File: config.mk
export PLATFORM = sky130hd
export DESIGN_NAME = fp_div_arbiter
export DESIGN_NICKNAME = d
export VERILOG_FILES = /design/src/rtl/fp_div_arbiter.sv
export SDC_FILE = /design/constraint.sdc
export NUM_CORES = 1
export LEC_CHECK = 0
export ABC_CLOCK_PERIOD_IN_PS = 1700
export CORE_ASPECT_RATIO = 1.25
export CORE_MARGIN = 1.5
export CORE_UTILIZATION = 39
export DETAILED_ROUTE_END_ITERATION = 10
export PLACE_DENSITY_LB_ADDON = 0.3
export SLEW_MARGIN = 10
export SYNTH_ARGS = -nofsm -noshare
export SYNTH_HDL_FRONTEND = slang
export SYNTH_SLANG_ARGS = --single-unit
File: constraint.sdc
create_clock -name clk -period 1.7 [get_ports clk]
set_input_delay 0.255 -clock clk [delete_from_list [all_inputs] [get_ports clk]]
set_output_delay 0.255 -clock clk [all_outputs]
set_load 0.02 [all_outputs]
File: src/rtl/fp_div_arbiter.sv
// Round-robin arbiter that lends one iterative FP divider (run/stall handshake)
// to NREQ requesters and returns each quotient over a valid/ready response channel.
module fp_div_arbiter #(
  parameter int NREQ    = 2,
  parameter int TIMEOUT = 40
) (
  input  logic                 clk,
  input  logic                 rst,
  input  logic [NREQ-1:0]      req_valid,
  output logic [NREQ-1:0]      req_ready,
  input  logic [32*NREQ-1:0]   req_x,
  input  logic [32*NREQ-1:0]   req_y,
  output logic [NREQ-1:0]      rsp_valid,
  input  logic [NREQ-1:0]      rsp_ready,
  output logic [31:0]          rsp_z,
  output logic                 rsp_err,
  output logic                 div_run,
  output logic [31:0]          div_x,
  output logic [31:0]          div_y,
  input  logic                 div_stall,
  input  logic [31:0]          div_z,
  output logic                 busy
);

  // state  | meaning
  // S_IDLE | granting: combinational one-hot req_ready from the rotating pointer
  // S_RUN  | divider running on held operands, watchdog counting
  // S_RESP | result (or abort) presented to the owner until it is consumed
  typedef enum logic [1:0] {S_IDLE, S_RUN, S_RESP} state_t;

  localparam int IW = (NREQ > 1) ? $clog2(NREQ) : 1;
  localparam int CW = (TIMEOUT > 1) ? $clog2(TIMEOUT) : 1;

  state_t          r_state;
  logic [IW-1:0]   r_rr_ptr;
  logic [IW-1:0]   r_owner;
  logic [CW-1:0]   r_cnt;
  logic [31:0]     r_div_x;
  logic [31:0]     r_div_y;
  logic [31:0]     r_rsp_z;
  logic            r_div_run;
  logic            r_rsp_err;

  logic            w_found;
  logic [IW-1:0]   w_grant_id;
  logic [31:0]     w_sel_x;
  logic [31:0]     w_sel_y;
  logic [NREQ-1:0] w_grant;
  logic [NREQ-1:0] w_owner_oh;

  // Scan from the pointer, wrapping modulo NREQ; first valid requester wins.
  always_comb begin
    w_found    = 1'b0;
    w_grant_id = '0;
    w_sel_x    = '0;
    w_sel_y    = '0;
    w_grant    = '0;
    for (int k = 0; k < NREQ; k++) begin
      if (!w_found && req_valid[(int'(r_rr_ptr) + k) % NREQ]) begin
        w_found    = 1'b1;
        w_grant_id = IW'((int'(r_rr_ptr) + k) % NREQ);
        w_sel_x    = req_x[32*((int'(r_rr_ptr) + k) % NREQ) +: 32];
        w_sel_y    = req_y[32*((int'(r_rr_ptr) + k) % NREQ) +: 32];
      end
    end
    if (w_found) w_grant[w_grant_id] = 1'b1;
  end

  always_comb begin
    w_owner_oh          = '0;
    w_owner_oh[r_owner] = 1'b1;
  end

  // Gated by rst so the grant is silent while reset is held, even with requests pending.
  assign req_ready = (r_state == S_IDLE && rst) ? w_grant : '0;
  assign rsp_valid = (r_state == S_RESP) ? w_owner_oh : '0;
  assign busy      = (r_state != S_IDLE);
  assign div_run   = r_div_run;
  assign div_x     = r_div_x;
  assign div_y     = r_div_y;
  assign rsp_z     = r_rsp_z;
  assign rsp_err   = r_rsp_err;

  always_ff @(posedge clk or negedge rst) begin
    if (!rst) begin
      r_state   <= S_IDLE;
      r_rr_ptr  <= '0;
      r_owner   <= '0;
      r_cnt     <= '0;
      r_div_x   <= '0;
      r_div_y   <= '0;
      r_rsp_z   <= '0;
      r_div_run <= 1'b0;
      r_rsp_err <= 1'b0;
    end else begin
      case (r_state)
        S_IDLE: begin
          if (w_found) begin
            r_div_x   <= w_sel_x;
            r_div_y   <= w_sel_y;
            r_owner   <= w_grant_id;
            r_rr_ptr  <= (w_grant_id == IW'(NREQ-1)) ? '0 : w_grant_id + 1'b1;
            r_div_run <= 1'b1;
            r_cnt     <= '0;
            r_state   <= S_RUN;
          end
        end
        S_RUN: begin
          r_cnt <= r_cnt + 1'b1;
          if (!div_stall) begin
            r_rsp_z   <= div_z;
            r_rsp_err <= 1'b0;
            r_div_run <= 1'b0;
            r_state   <= S_RESP;
          end else if (r_cnt == CW'(TIMEOUT-1)) begin
            r_rsp_z   <= '0;
            r_rsp_err <= 1'b1;
            r_div_run <= 1'b0;
            r_state   <= S_RESP;
          end
        end
        S_RESP: begin
          if (|(rsp_ready & w_owner_oh)) r_state <= S_IDLE;
        end
        default: r_state <= S_IDLE;
      endcase
    end
  end

endmodule
After elaboration in Yosys (flattened, before gate mapping)
Index checks and enable logic that the tools add are counted.

Flip-flop bits (word level): 108. Bits in latches: 0. Bits in writable memories: 0. Memory bits (read-only): 0. Input bits: 167. Output and inout port bits: 103. Word-level logic and storage cells: 81. Memories kept: 0.

Add/sub/neg operators: 3. Multipliers: 0. Divide/modulo/power cells: 0. Magnitude comparators: 6. Equality and inequality tests: 7. Shift operators: 4. Multiplexer cells: 36. Bitwise operators: 2. Reductions and logical operators: 14.

Operators by type and width (number): $shiftx 64x7->32 (4); $mux 32 (6); $mux 1 (17); $mux 2 (7); $pmux 6 s2 (1); $add 6x1->6 const B (1); $eq 6x6->1 const B (1); $lt 1x2->1 const B (3); $mux 6 (1); $pmux 2 s3 (1); $reduce_and 2->1 (3); $reduce_and 3->1 (2); $logic_and 1x1->1 (4); $ne 2x1->1 const B (2); $reduce_bool 2->1 (2); $lt 2x3->1 const B (1); $ne 3x3->1 const B (1); $add 1x1->1 const B (2); $and 2x2->2 (1); $demux 1 s1 (2); $eq 2x1->1 const B (1); $eq 2x2->1 const B (1); $ge 1x1->1 const B (2); $logic_not 2->1 (1); other kinds (5) (5).

Longest topological paths before layout
Gate-level depths: netlist (run 1).

Word-level depth: 13. Mapped depth: 6. Gate-level depth less buffers: 4.

Least setup slack after synthesis (run 1)
Ideal clock, no wire load.

Path type: register to register. From: register r_state[1]. To: register r_div_x[13] (netlist: div_x[13]). Arrival: 1.449 ns. Slack: 0.126 ns. Stages on the path, launching flop included: 7. Path buffers: 2. Cell sequence: dfrtp_1 -> nor2_4 -> inv_4 -> nor2_4 -> buf_6 -> buf_6 -> mux2_2.

Longest elaborated chain between the ends: 2.

RTL lines: from (decl) (line 34) `state_t r_state;`; from (signal assigned) (line 86) `r_state <= S_IDLE;`; from (signal assigned) (line 105) `r_state <= S_RUN;`; from (signal assigned) (line 114) `r_state <= S_RESP;`; $logic_not 2->1 (line 96) `case (r_state)`; $reduce_and 2->1 (no source line); to (signal assigned) (line 99) `r_div_x <= w_sel_x;`; to (decl) (line 38) `logic [31:0] r_div_x;`.

Every way passes these cells. A chain may end at the register's enable or synchronous reset.

Worst setup path after layout (run 1)
From: register r_state[1]. To: register r_div_x[23] (netlist: div_x[23]).

The elaborated chain is that of the path after synthesis.

==> results of run 1 <==
-- layout make-up --
type                    instances  share of cell area [%]
clock inverters                 4                  0.8781
clock buffers                  12                   2.983
diodes                          1                 0.03028
flip-flops and latches        108                   32.70
multi-input cells             208                   25.31
inverters                       1                 0.07570
well taps                     168                   2.544
repair buffers                293                   35.47
-- per-layer routing --
layer,track usage [%],vias up
li1,-,1940
met1,25.19,2125
met2,39.05,213
met3,7.344,21
met4,8.497,0
met5,0,-
-- kinds of logic after synthesis --
group,after synthesis,share of synthesized area (%)
compound gates,115,20.92
fa+ha+maj,1,0.2501
buf+inv,36,4.403
simple gates,24,3.503
flops,108,54.04
mux,68,16.89
-- registers in the layout, summed over array words and instances (netlist names) --
register and flops:
div_x 32, div_run 1, r_cnt 6, rsp_z 32, r_rr_ptr 1, r_state 2
r_owner 1, div_y 32, rsp_err 1
-- per-stage QoR --
| stage | util [%] | std cells | area, sq um | power [mW] | setup slack (ns) |
|---|---|---|---|---|---|
| 3_5_place_dp | 62.65 | 774 | 7896 | 12.27 | -0.2697 |
| 4_1_cts | 65.16 | 791 | 8213 | 14.56 | 0.0005776 |
| 6_report | 65.56 | 795 | 8264 | 14.59 | 0.04541 |
| 5_1_grt | 65.56 | 795 | 8264 | 15.34 | -0.01673 |
| 2_1_floorplan | - | 352 | 5001 | 8.762 | 0.1265 |
| 3_3_place_gp | 62.65 | 774 | 7896 | 12.08 | -0.2553 |
-- power by group through the flow --
stage	clock (mW)	sequential (mW)	combinational, mW
global route	2.38	4.63	8.33
detailed placement	0	4.50	7.77
global placement	0	4.45	7.63
CTS	2.28	4.49	7.78
floorplan	0	5.75	3.01
finish	2.22	4.48	7.89
-- worst paths after layout --
kind                              start        end  slack [ns]
setup / recovery             r_state[1]  div_x[23]        0.05
hold / removal                      rst   r_rr_ptr       0.003
setup reg to reg             r_state[1]  div_x[23]        0.05
hold reg to reg                 div_run    div_run        0.50
max in group asynchronous           rst  div_y[26]        1.00
min in group clk           req_valid[1]   r_rr_ptr        0.25
-- placed cells by master (no fill, tap or decap), drive strengths merged, types with 6 or more instances in the layout --
cell,synthesis,routed
mux2,65,65
clkbuf,8,14
a22o,32,32
a21oi,6,6
dfrtp,108,108
o21ai,6,6
clkdlybuf4s50,0,262
a32o,64,64
buf,27,28
-- repair_timing --
item,CTS,global route
setup endpoints to repair,5,49
gates resized for setup,15,3
buffers inserted,1,2
pin swaps,0,2
gates cloned,0,1
==> impl_results.md, run 1 <==
* Run status: complete, no violations
* Max Clock Freq at 604.4 MHz
* Hold Path Class: in2async
* CP required at 1.93 ns
* Via Count at 4299
* Gr ovfl total at 0
* Worst-case clock buffer depth at 2
* # IOs at 270
* Leading register cell type out of synthesis: dfrtp_1
* Worst-Skew Late Latency at 0.34 ns
* Tmin final at 1.655 ns
* Max_cap viols at 0
* Top cell type's share of synthesized area at 54.04%
* First-pass GRT wire length at 23680 um
* P&R area growth vs syn at 65.25%
* Total GRT Usage at 22.23%
* Top layer in use: met4
* Synth Net Count at 520
* WP buf/inv at 3
* Starting Density at 39.68%
* Sequential power share at 30.7%
* Final ANT Viol Nets at 0
* Sw frac at 35.61%
* Combinational Power Share at 54.1%
* DRC viols at 0
* Max_slew headroom at 44.25%
* CTS tree: built
* Cell mode on critical path: nor2_4
* Initial antenna violation count at 1
* Top cells by area, synth: dfrtp_1, a32o_1, mux2_2, mux2_4, a22o_1
* Maximum vdd drop at 1011 uV
* Worst slew pin tran at 0.8363 ns
* Drt first pass iters at 4
* Synth Cell Area at 5001 sq um
* Switching Power at 5.195 mW
* P per Cell Area at 1765 nW/um^2
* Levels on crit path at 6
* Number of port buffers at 269
* Slowest CP cell: dfrtp_1
* Crit path launch type: register
* CTS Root Cell: clkbuf_16
* Area leader, netlist: dfrtp_1
* Crit end category: register
* Fill cells at 958
* Mean Syn Cell Area at 14.21 sq um
* Slowest stage delay, CP at 0.43 ns
* Flip-flop and latch area at 2703 sq um
* Number of global-route vias before repair at 4463
* Die Span Y at 129.6 um
* Drt total wl at 15360 um
* Clk pwr share at 15.2%
* Vias per cell at 5.408
* Largest net degree at the start of global routing at 68
* Met3 wire length at 1329 um
* Synth top cells by count: dfrtp_1, a32o_1, mux2_2
* Final hold vios at 0
* Final HPWL DP at 11250 um
* Number of CTS-inserted buffers at 9
* Die area at 13520 sq um
* Setup TNS at 0 ns
* Post-synth EDFFs at 0
* Fin. max-slew vios at 0
* Layout cells sized above 1 at 19.01%
* Final setup vio count at 0
* Start-to-end type of the worst setup path: reg2reg
* Area occupied by multi-input gates at 2092 sq um
* Clk sinks at 108
* Int Power at 9.393 mW
* Register area share after synthesis at 54.04%
* Most common cell in the synthesized netlist: dfrtp_1
* Fin crit share at 97.33%
* GP Congestion at 0.8693
* Cts-stage hold buffer count at 0
* Worst EP arrival at 1.88 ns
* Setup Skew at 0.01257 ns
* Synth warn at 0
* H-Tree Depth at 3
* Worst Path Max Fanout at 27
* Core Box Area at 12600 sq um
* Nets@finish at 789
* Row cnt at 46
* CP Cell Sequence: nor2_4, inv_4, nor2_4, buf_12, buf_16, mux2_2
* M1 WL at 5782 um
* Hold slack at 0.002632 ns
* Leakage at 3.480 nW
* Delay-heaviest family, CP: flip-flops
* DIE WIDTH at 104.3 um
* Routed met2 length at 7937 um
* Reg2reg path depth at 6
* Seq cells post-synth at 108
* Mapped Cells at 352
* Ys async rst share at 100.0%
* Starting DRT DRC Count at 262
* Wire length per cell at 19.31 um
* Clock slew at reported path FFs at 0.07 ns
* Count of different cell masters after synthesis at 37
No activity file was read; power rests on OpenSTA's default activity.
==> inputs of run 2 (changes only) <==
--- a/config.mk
+++ b/config.mk
@@ -11,6 +11,7 @@
 export CORE_UTILIZATION = 39
 export DETAILED_ROUTE_END_ITERATION = 10
 export PLACE_DENSITY_LB_ADDON = 0.3
+export SKIP_LAST_GASP = 1
 export SLEW_MARGIN = 10
 export SYNTH_ARGS = -nofsm -noshare
 export SYNTH_HDL_FRONTEND = slang
==> run 2 against run 1 <==
  * Sequential power is essentially flat
  * Clock skew is essentially flat
  * Global-route usage is essentially flat
  * Power is essentially flat
  * Wire length is essentially flat
  * Critical path depth is the same
  * Combinational power is essentially flat
  * Critical path type unchanged
==> impl_results.md, run 2 (same netlist as run 1, synthesis figures left out) <==
* Run status: complete, no violations (unchanged)
* CTS Root Cell: clkbuf_16 (unchanged)
* Most common cell after layout, fill and taps aside: clkdlybuf4s50_1 (unchanged)
* CP required at 1.93 ns (about the same)
* Final HPWL DP at 11250 um (unchanged)
* Die area at 13520 sq um (unchanged)
* Placed Cells at 774 (unchanged)
* Vias per cell at 5.389 (was 5.408)
* Number of port buffers at 269 (unchanged)
* Starting Density at 39.68% (unchanged)
* DRC viols at 0 (unchanged)
* Number of CTS-inserted buffers at 9 (unchanged)
* Fin crit share at 97.37% (was 97.33%)
* Cts-stage hold buffer count at 0 (unchanged)
* Crit path launch type: register (unchanged)
* Worst-Skew Late Latency at 0.34 ns (about the same)
* Number of global-route vias before repair at 4469 (was 4463)
* Most frequent cells in the layout: clkdlybuf4s50_1, dfrtp_1, a32o_1 (unchanged)
* Setup Skew at 0.01283 ns (was 0.01257 ns)
* P&R area growth vs syn at 65.25% (unchanged)
* Wire length per cell at 19.31 um (about the same)
* Leakage at 3.479 nW (was 3.480 nW)
* Post-Layout Cell Count at 795 (unchanged)
* Tmin final at 1.655 ns (about the same)
* Drt total wl at 15350 um (was 15360 um)
* Worst-case clock buffer depth at 2 (unchanged)
* Row cnt at 46 (unchanged)
* GP Congestion at 0.8693 (unchanged)
* Total power at 14.59 mW (about the same)
* Total GRT Usage at 22.25% (was 22.23%)
* Final hold vios at 0 (unchanged)
* Layout cells sized above 1 at 19.01% (unchanged)
* Drt first pass iters at 4 (unchanged)
* Clock slew at reported path FFs at 0.07 ns (about the same)
* Final ANT Viol Nets at 0 (unchanged)
* Starting DRT DRC Count at 289 (was 262)
* Largest net degree at the start of global routing at 68 (unchanged)
* Maximum vdd drop at 1011 uV (about the same)
* DIE WIDTH at 104.3 um (unchanged)
* Core Box Area at 12600 sq um (unchanged)
* Final setup vio count at 0 (unchanged)
* Hold Path Class: in2async (unchanged)
* Worst Path Max Fanout at 27 (unchanged)
* Clk sinks at 108 (unchanged)
* Max_slew headroom at 43.87% (was 44.25%)
* Max Clock Freq at 604.1 MHz (was 604.4 MHz)
* First-pass GRT wire length at 23700 um (was 23680 um)
* P per Cell Area at 1765 nW/um^2 (about the same)
* Placed cell area at 7896 sq um (unchanged)
* CTS tree: built (unchanged)
* Die Span Y at 129.6 um (unchanged)
* Crit end category: register (unchanged)
* Max_cap viols at 0 (unchanged)
* Initial antenna violation count at 1 (unchanged)
* Via Count at 4284 (was 4299)
* Nets@finish at 789 (unchanged)
* Worst EP arrival at 1.88 ns (about the same)
* Post-route cell area at 8264 sq um (unchanged)
* H-Tree Depth at 3 (unchanged)
* Gr ovfl total at 0 (unchanged)
* Start-to-end type of the worst setup path: reg2reg (unchanged)
* Worst slew pin tran at 0.8420 ns (was 0.8363 ns)
* # IOs at 270 (unchanged)
* Fin. max-slew vios at 0 (unchanged)
==> run 2: changes by cell type in the layout (fill, tap and decap cells not counted), sizes merged <==
cell / change
buf: -1
clkbuf: +1
==> run 2: layer usage <==
layer  GRT usage, %  vias up  routed length, um
li1               -     1940                  -
met3          7.394       19               1311
met5              0        -                  0
met2          39.13      200               7908
met4          8.497        0                295
met1          25.15     2125               5832
==> run 2: where the power goes <==
| group | internal (mW) | total (mW) | switching, mW |
|---|---|---|---|
| Sequential | 3.75 | 4.48 | 0.724 |
| Combinational | 4.31 | 7.89 | 3.58 |
| Clock | 1.33 | 2.22 | 0.890 |
| Total | 9.39 | 14.6 | 5.19 |
==> run 2: metrics by stage <==
stage          utilization, %   TNS, ns  worst slack (ns)  hold WS, ns
6_report                65.56         0           0.04465     0.003912
5_1_grt                 65.56  -0.09935          -0.01673      0.05911
4_1_cts                 65.24   -0.1043           -0.1043      0.02402
3_5_place_dp            62.65    -13.46           -0.2697       0.3945
3_3_place_gp            62.65    -10.87           -0.2553       0.3911
2_1_floorplan               -         0            0.1265     -0.04059
==> run 2: worst paths after layout <==
path                         startpoint        end  slack [ns]  cells after the start
max                          r_state[1]  div_x[23]        0.04                      6
min                                 rst   r_rr_ptr       0.004                      2
max reg2reg                  r_state[1]  div_x[23]        0.04                      6
min reg2reg                   rsp_z[19]  rsp_z[19]        0.50                      1
max in group asynchronous           rst  div_y[26]        1.00                      2
min in group clk           req_valid[1]   r_rr_ptr        0.25                      2
==> run 2: final cells by class <==
class / instances / area, sq um
fillers: 958 / 4340
repair buffers: 293 / 2932
flip-flops and latches: 108 / 2703
multi-input cells: 208 / 2092
clock buffers: 12 / 246.5
well taps: 168 / 210.2
clock inverters: 4 / 72.57
inverters: 1 / 6.256
diodes: 1 / 2.502
==> run 2: repair_timing <==
action	in CTS	in global routing
resized for setup	10	7
hold endpoints to repair	0	0
setup buffers	1	2
endpoints found under the setup margin	5	51
pin swaps	0	2
cloned	0	1
==> run 2: critical path, cell delays in order (launching register included) <==
cell and delay [ns]:
dfrtp_1 0.43, nor2_4 0.20, inv_4 0.08, nor2_4 0.11, buf_12 0.14, buf_16 0.20, mux2_2 0.36
==> inputs of run 3 (changes only) <==
--- a/config.mk
+++ b/config.mk
@@ -11,6 +11,7 @@
 export CORE_UTILIZATION = 39
 export DETAILED_ROUTE_END_ITERATION = 10
 export PLACE_DENSITY_LB_ADDON = 0.3
+export SETUP_SLACK_MARGIN = 0.05
 export SKIP_LAST_GASP = 1
 export SLEW_MARGIN = 10
 export SYNTH_ARGS = -nofsm -noshare
==> run 3 against run 2 <==
  * Clock skew shrank 0.00050 ns
  * Core utilization is 0.38 points higher
  * Non-clock buffer count rose by 1
  * Global-route usage is 0.28 points higher
  * Register-to-register slack better by 0.03 ns
  * Setup slack improved by 0.028 ns
  * Critical endpoint is now rsp_valid[0]
  * Largest power group unchanged
  * Final area increased by 0.58%
  * Power grew 0.63%
  * Via count grew 0.63%
  * Combinational power increased by 1%
  * Clock-buffer cell count stayed put
==> impl_results.md, run 3 (same netlist as run 1, synthesis figures left out) <==
* Initial antenna violation count at 1 (unchanged)
* Starting DRT DRC Count at 256 (was 289)
* Fin crit share at 95.72% (was 97.37%)
* Maximum vdd drop at 1012 uV (was 1011 uV)
* Hold slack at 0.005551 ns (was 0.003912 ns)
* Vias per cell at 5.409 (was 5.389)
* Slowest stage delay, CP at 0.43 ns (about the same)
* Number of CTS-inserted buffers at 9 (unchanged)
* Area occupied by multi-input gates at 2092 sq um (unchanged)
* Max_slew headroom at 44.03% (was 43.87%)
* Crit end category: output pin (was register)
* Max Clock Freq at 614.6 MHz (was 604.1 MHz)
* Met3 wire length at 1323 um (was 1311 um)
* Worst EP arrival at 1.37 ns (was 1.88 ns)
* Gr ovfl total at 0 (unchanged)
* Sequential power share at 30.5% (was 30.7%)
* Total GRT Usage at 22.53% (was 22.25%)
* Number of global-route vias before repair at 4498 (was 4469)
* GP Congestion at 0.8693 (unchanged)
* Clk sinks at 108 (unchanged)
* Reg2reg path depth at 6 (unchanged)
* Fin. max-slew vios at 0 (unchanged)
* Number of port buffers at 269 (unchanged)
* CP Cell Sequence: buf_4, nor3b_1, buf_2 (was nor2_4, inv_4, nor2_4, buf_12, buf_16, mux2_2)
* Nets@finish at 790 (was 789)
* M1 WL at 5751 um (was 5832 um)
* Switching Power at 5.213 mW (was 5.194 mW)
* Starting Density at 39.68% (unchanged)
* P&R area growth vs syn at 66.20% (was 65.25%)
* Clock slew at reported path FFs at 0.07 ns (about the same)
* Flip-flop and latch area at 2703 sq um (unchanged)
* Start-to-end type of the worst setup path: reg2out (was reg2reg)
* R2R Path Start: r_state[1] (unchanged)
* H-Tree Depth at 3 (unchanged)
* Reg-to-reg setup timing slack at 0.07 ns (was 0.04 ns)
* Layout cells sized above 1 at 19.30% (was 19.01%)
* Crit path from: r_state[0] (was r_state[1])
* Int Power at 9.467 mW (was 9.392 mW)
* Leakage at 3.533 nW (was 3.479 nW)
* Cts-stage hold buffer count at 0 (unchanged)
* Wire length per cell at 19.34 um (was 19.31 um)
* Crit path launch type: register (unchanged)
* Most common cell after layout, fill and taps aside: clkdlybuf4s50_1 (unchanged)
* Final HPWL DP at 11250 um (unchanged)
* Run status: complete, no violations (unchanged)
* DRC viols at 0 (unchanged)
* # IOs at 270 (unchanged)
* Worst slew pin tran at 0.8395 ns (was 0.8420 ns)
* First-pass GRT wire length at 23920 um (was 23700 um)
* Worst-Skew Late Latency at 0.34 ns (about the same)
* Final ANT Viol Nets at 0 (unchanged)
* Core Box Area at 12600 sq um (unchanged)
* CTS Root Cell: clkbuf_16 (unchanged)
* Fill cells at 948 (was 958)
* CP required at 1.44 ns (was 1.93 ns)
* Tmin final at 1.627 ns (was 1.655 ns)
* Die Span Y at 129.6 um (unchanged)
* Top layer in use: met4 (unchanged)
* Clk pwr share at 15.1% (was 15.2%)
* Final hold vios at 0 (unchanged)
* Most frequent cells in the layout: clkdlybuf4s50_1, dfrtp_1, a32o_1 (unchanged)
* Setup TNS at 0 ns (unchanged)
* Worst-case clock buffer depth at 2 (unchanged)
* Slowest CP cell: dfrtp_1 (unchanged)
* Combinational Power Share at 54.4% (was 54.1%)
* Largest net degree at the start of global routing at 68 (unchanged)
* Die area at 13520 sq um (unchanged)
* WP buf/inv at 2 (was 3)
* Via Count at 4311 (was 4284)
* CTS tree: built (unchanged)
* Routed met2 length at 8028 um (was 7908 um)
* DIE WIDTH at 104.3 um (unchanged)
* Final setup vio count at 0 (unchanged)
* Drt total wl at 15420 um (was 15350 um)
* FF-to-FF End: div_y[6] (was div_x[23])
* P per Cell Area at 1766 nW/um^2 (was 1765 nW/um^2)
* Max_cap viols at 0 (unchanged)
* Delay-heaviest family, CP: flip-flops (unchanged)
* Sw frac at 35.51% (was 35.61%)
* Drt first pass iters at 4 (unchanged)
* Worst Path Max Fanout at 3 (was 27)
* Setup Skew at 0.01233 ns (was 0.01283 ns)
* Hold Path Class: in2async (unchanged)
* Row cnt at 46 (unchanged)
* RSZ-0062 raised after global routing: true
-- run 3: cell types whose count changed in the layout (fill, tap and decap cells not counted), sizes merged --
cell | before | now
dlygate4sd2 | 1 | 0
buf | 27 | 30
clkbuf | 15 | 14
diode | 1 | 2
clkdlybuf4s50 | 262 | 259
dlymetal6s2s | 0 | 3
-- run 3: through the flow --
step	power [mW]	instance area (sq um)	utilization, %	worst slack, ns	std cells
final	14.68	8312	65.94	0.07282	797
after global routing	15.44	8309	65.92	0.01583	796
after CTS	14.72	8264	65.56	-0.1043	793
after detailed placement	12.27	7896	62.65	-0.2697	774
after global placement	12.08	7896	62.65	-0.2553	774
after floorplan	8.762	5001	-	0.1265	352
-- run 3: layer usage --
layer / vias up / track usage (%)
met4: 0 / 9.150
met5: - / 0
met2: 217 / 39.74
met1: 2129 / 25.28
li1: 1944 / -
met3: 21 / 7.294
-- run 3: area by class of cell --
class                           count  share of cell area [%]
Timing Repair Buffer              294                   35.81
Sequential cell                   108                   32.52
Multi-Input combinational cell    208                   25.17
Clock buffer                       12                   2.966
Tap cell                          168                   2.529
Clock inverter                      4                  0.8731
Inverter                            1                 0.07527
Antenna cell                        2                 0.06021
-- run 3: worst max path at each step --
| stage | slack [ns] | to | cells past startpoint |
|---|---|---|---|
| after global routing | 0.02 | div_x[21] | 6 |
| final | 0.07 | rsp_valid[0] | 3 |
| after detailed placement | -0.27 | req_ready[1] | 5 |
| after floorplan | 0.13 | div_x[13] | 6 |
| after global placement | -0.26 | req_ready[1] | 5 |
| after CTS | -0.10 | rsp_valid[0] | 3 |
-- run 3: power by group through the flow --
stage | clock (mW) | sequential [mW] | combinational, mW
after floorplan | 0 | 5.75 | 3.01
after global placement | 0 | 4.45 | 7.63
after detailed placement | 0 | 4.50 | 7.77
after CTS | 2.28 | 4.49 | 7.95
after global routing | 2.38 | 4.63 | 8.43
final | 2.22 | 4.47 | 7.99
-- run 3: timing repair --
action | in CTS | in global routing
gates cloned | 1 | 1
hold endpoints to repair | 0 | 0
pin swaps | 1 | 1
endpoints found under the setup margin | 32 | 56
buffers inserted | 2 | 1
resized for setup | 13 | 16
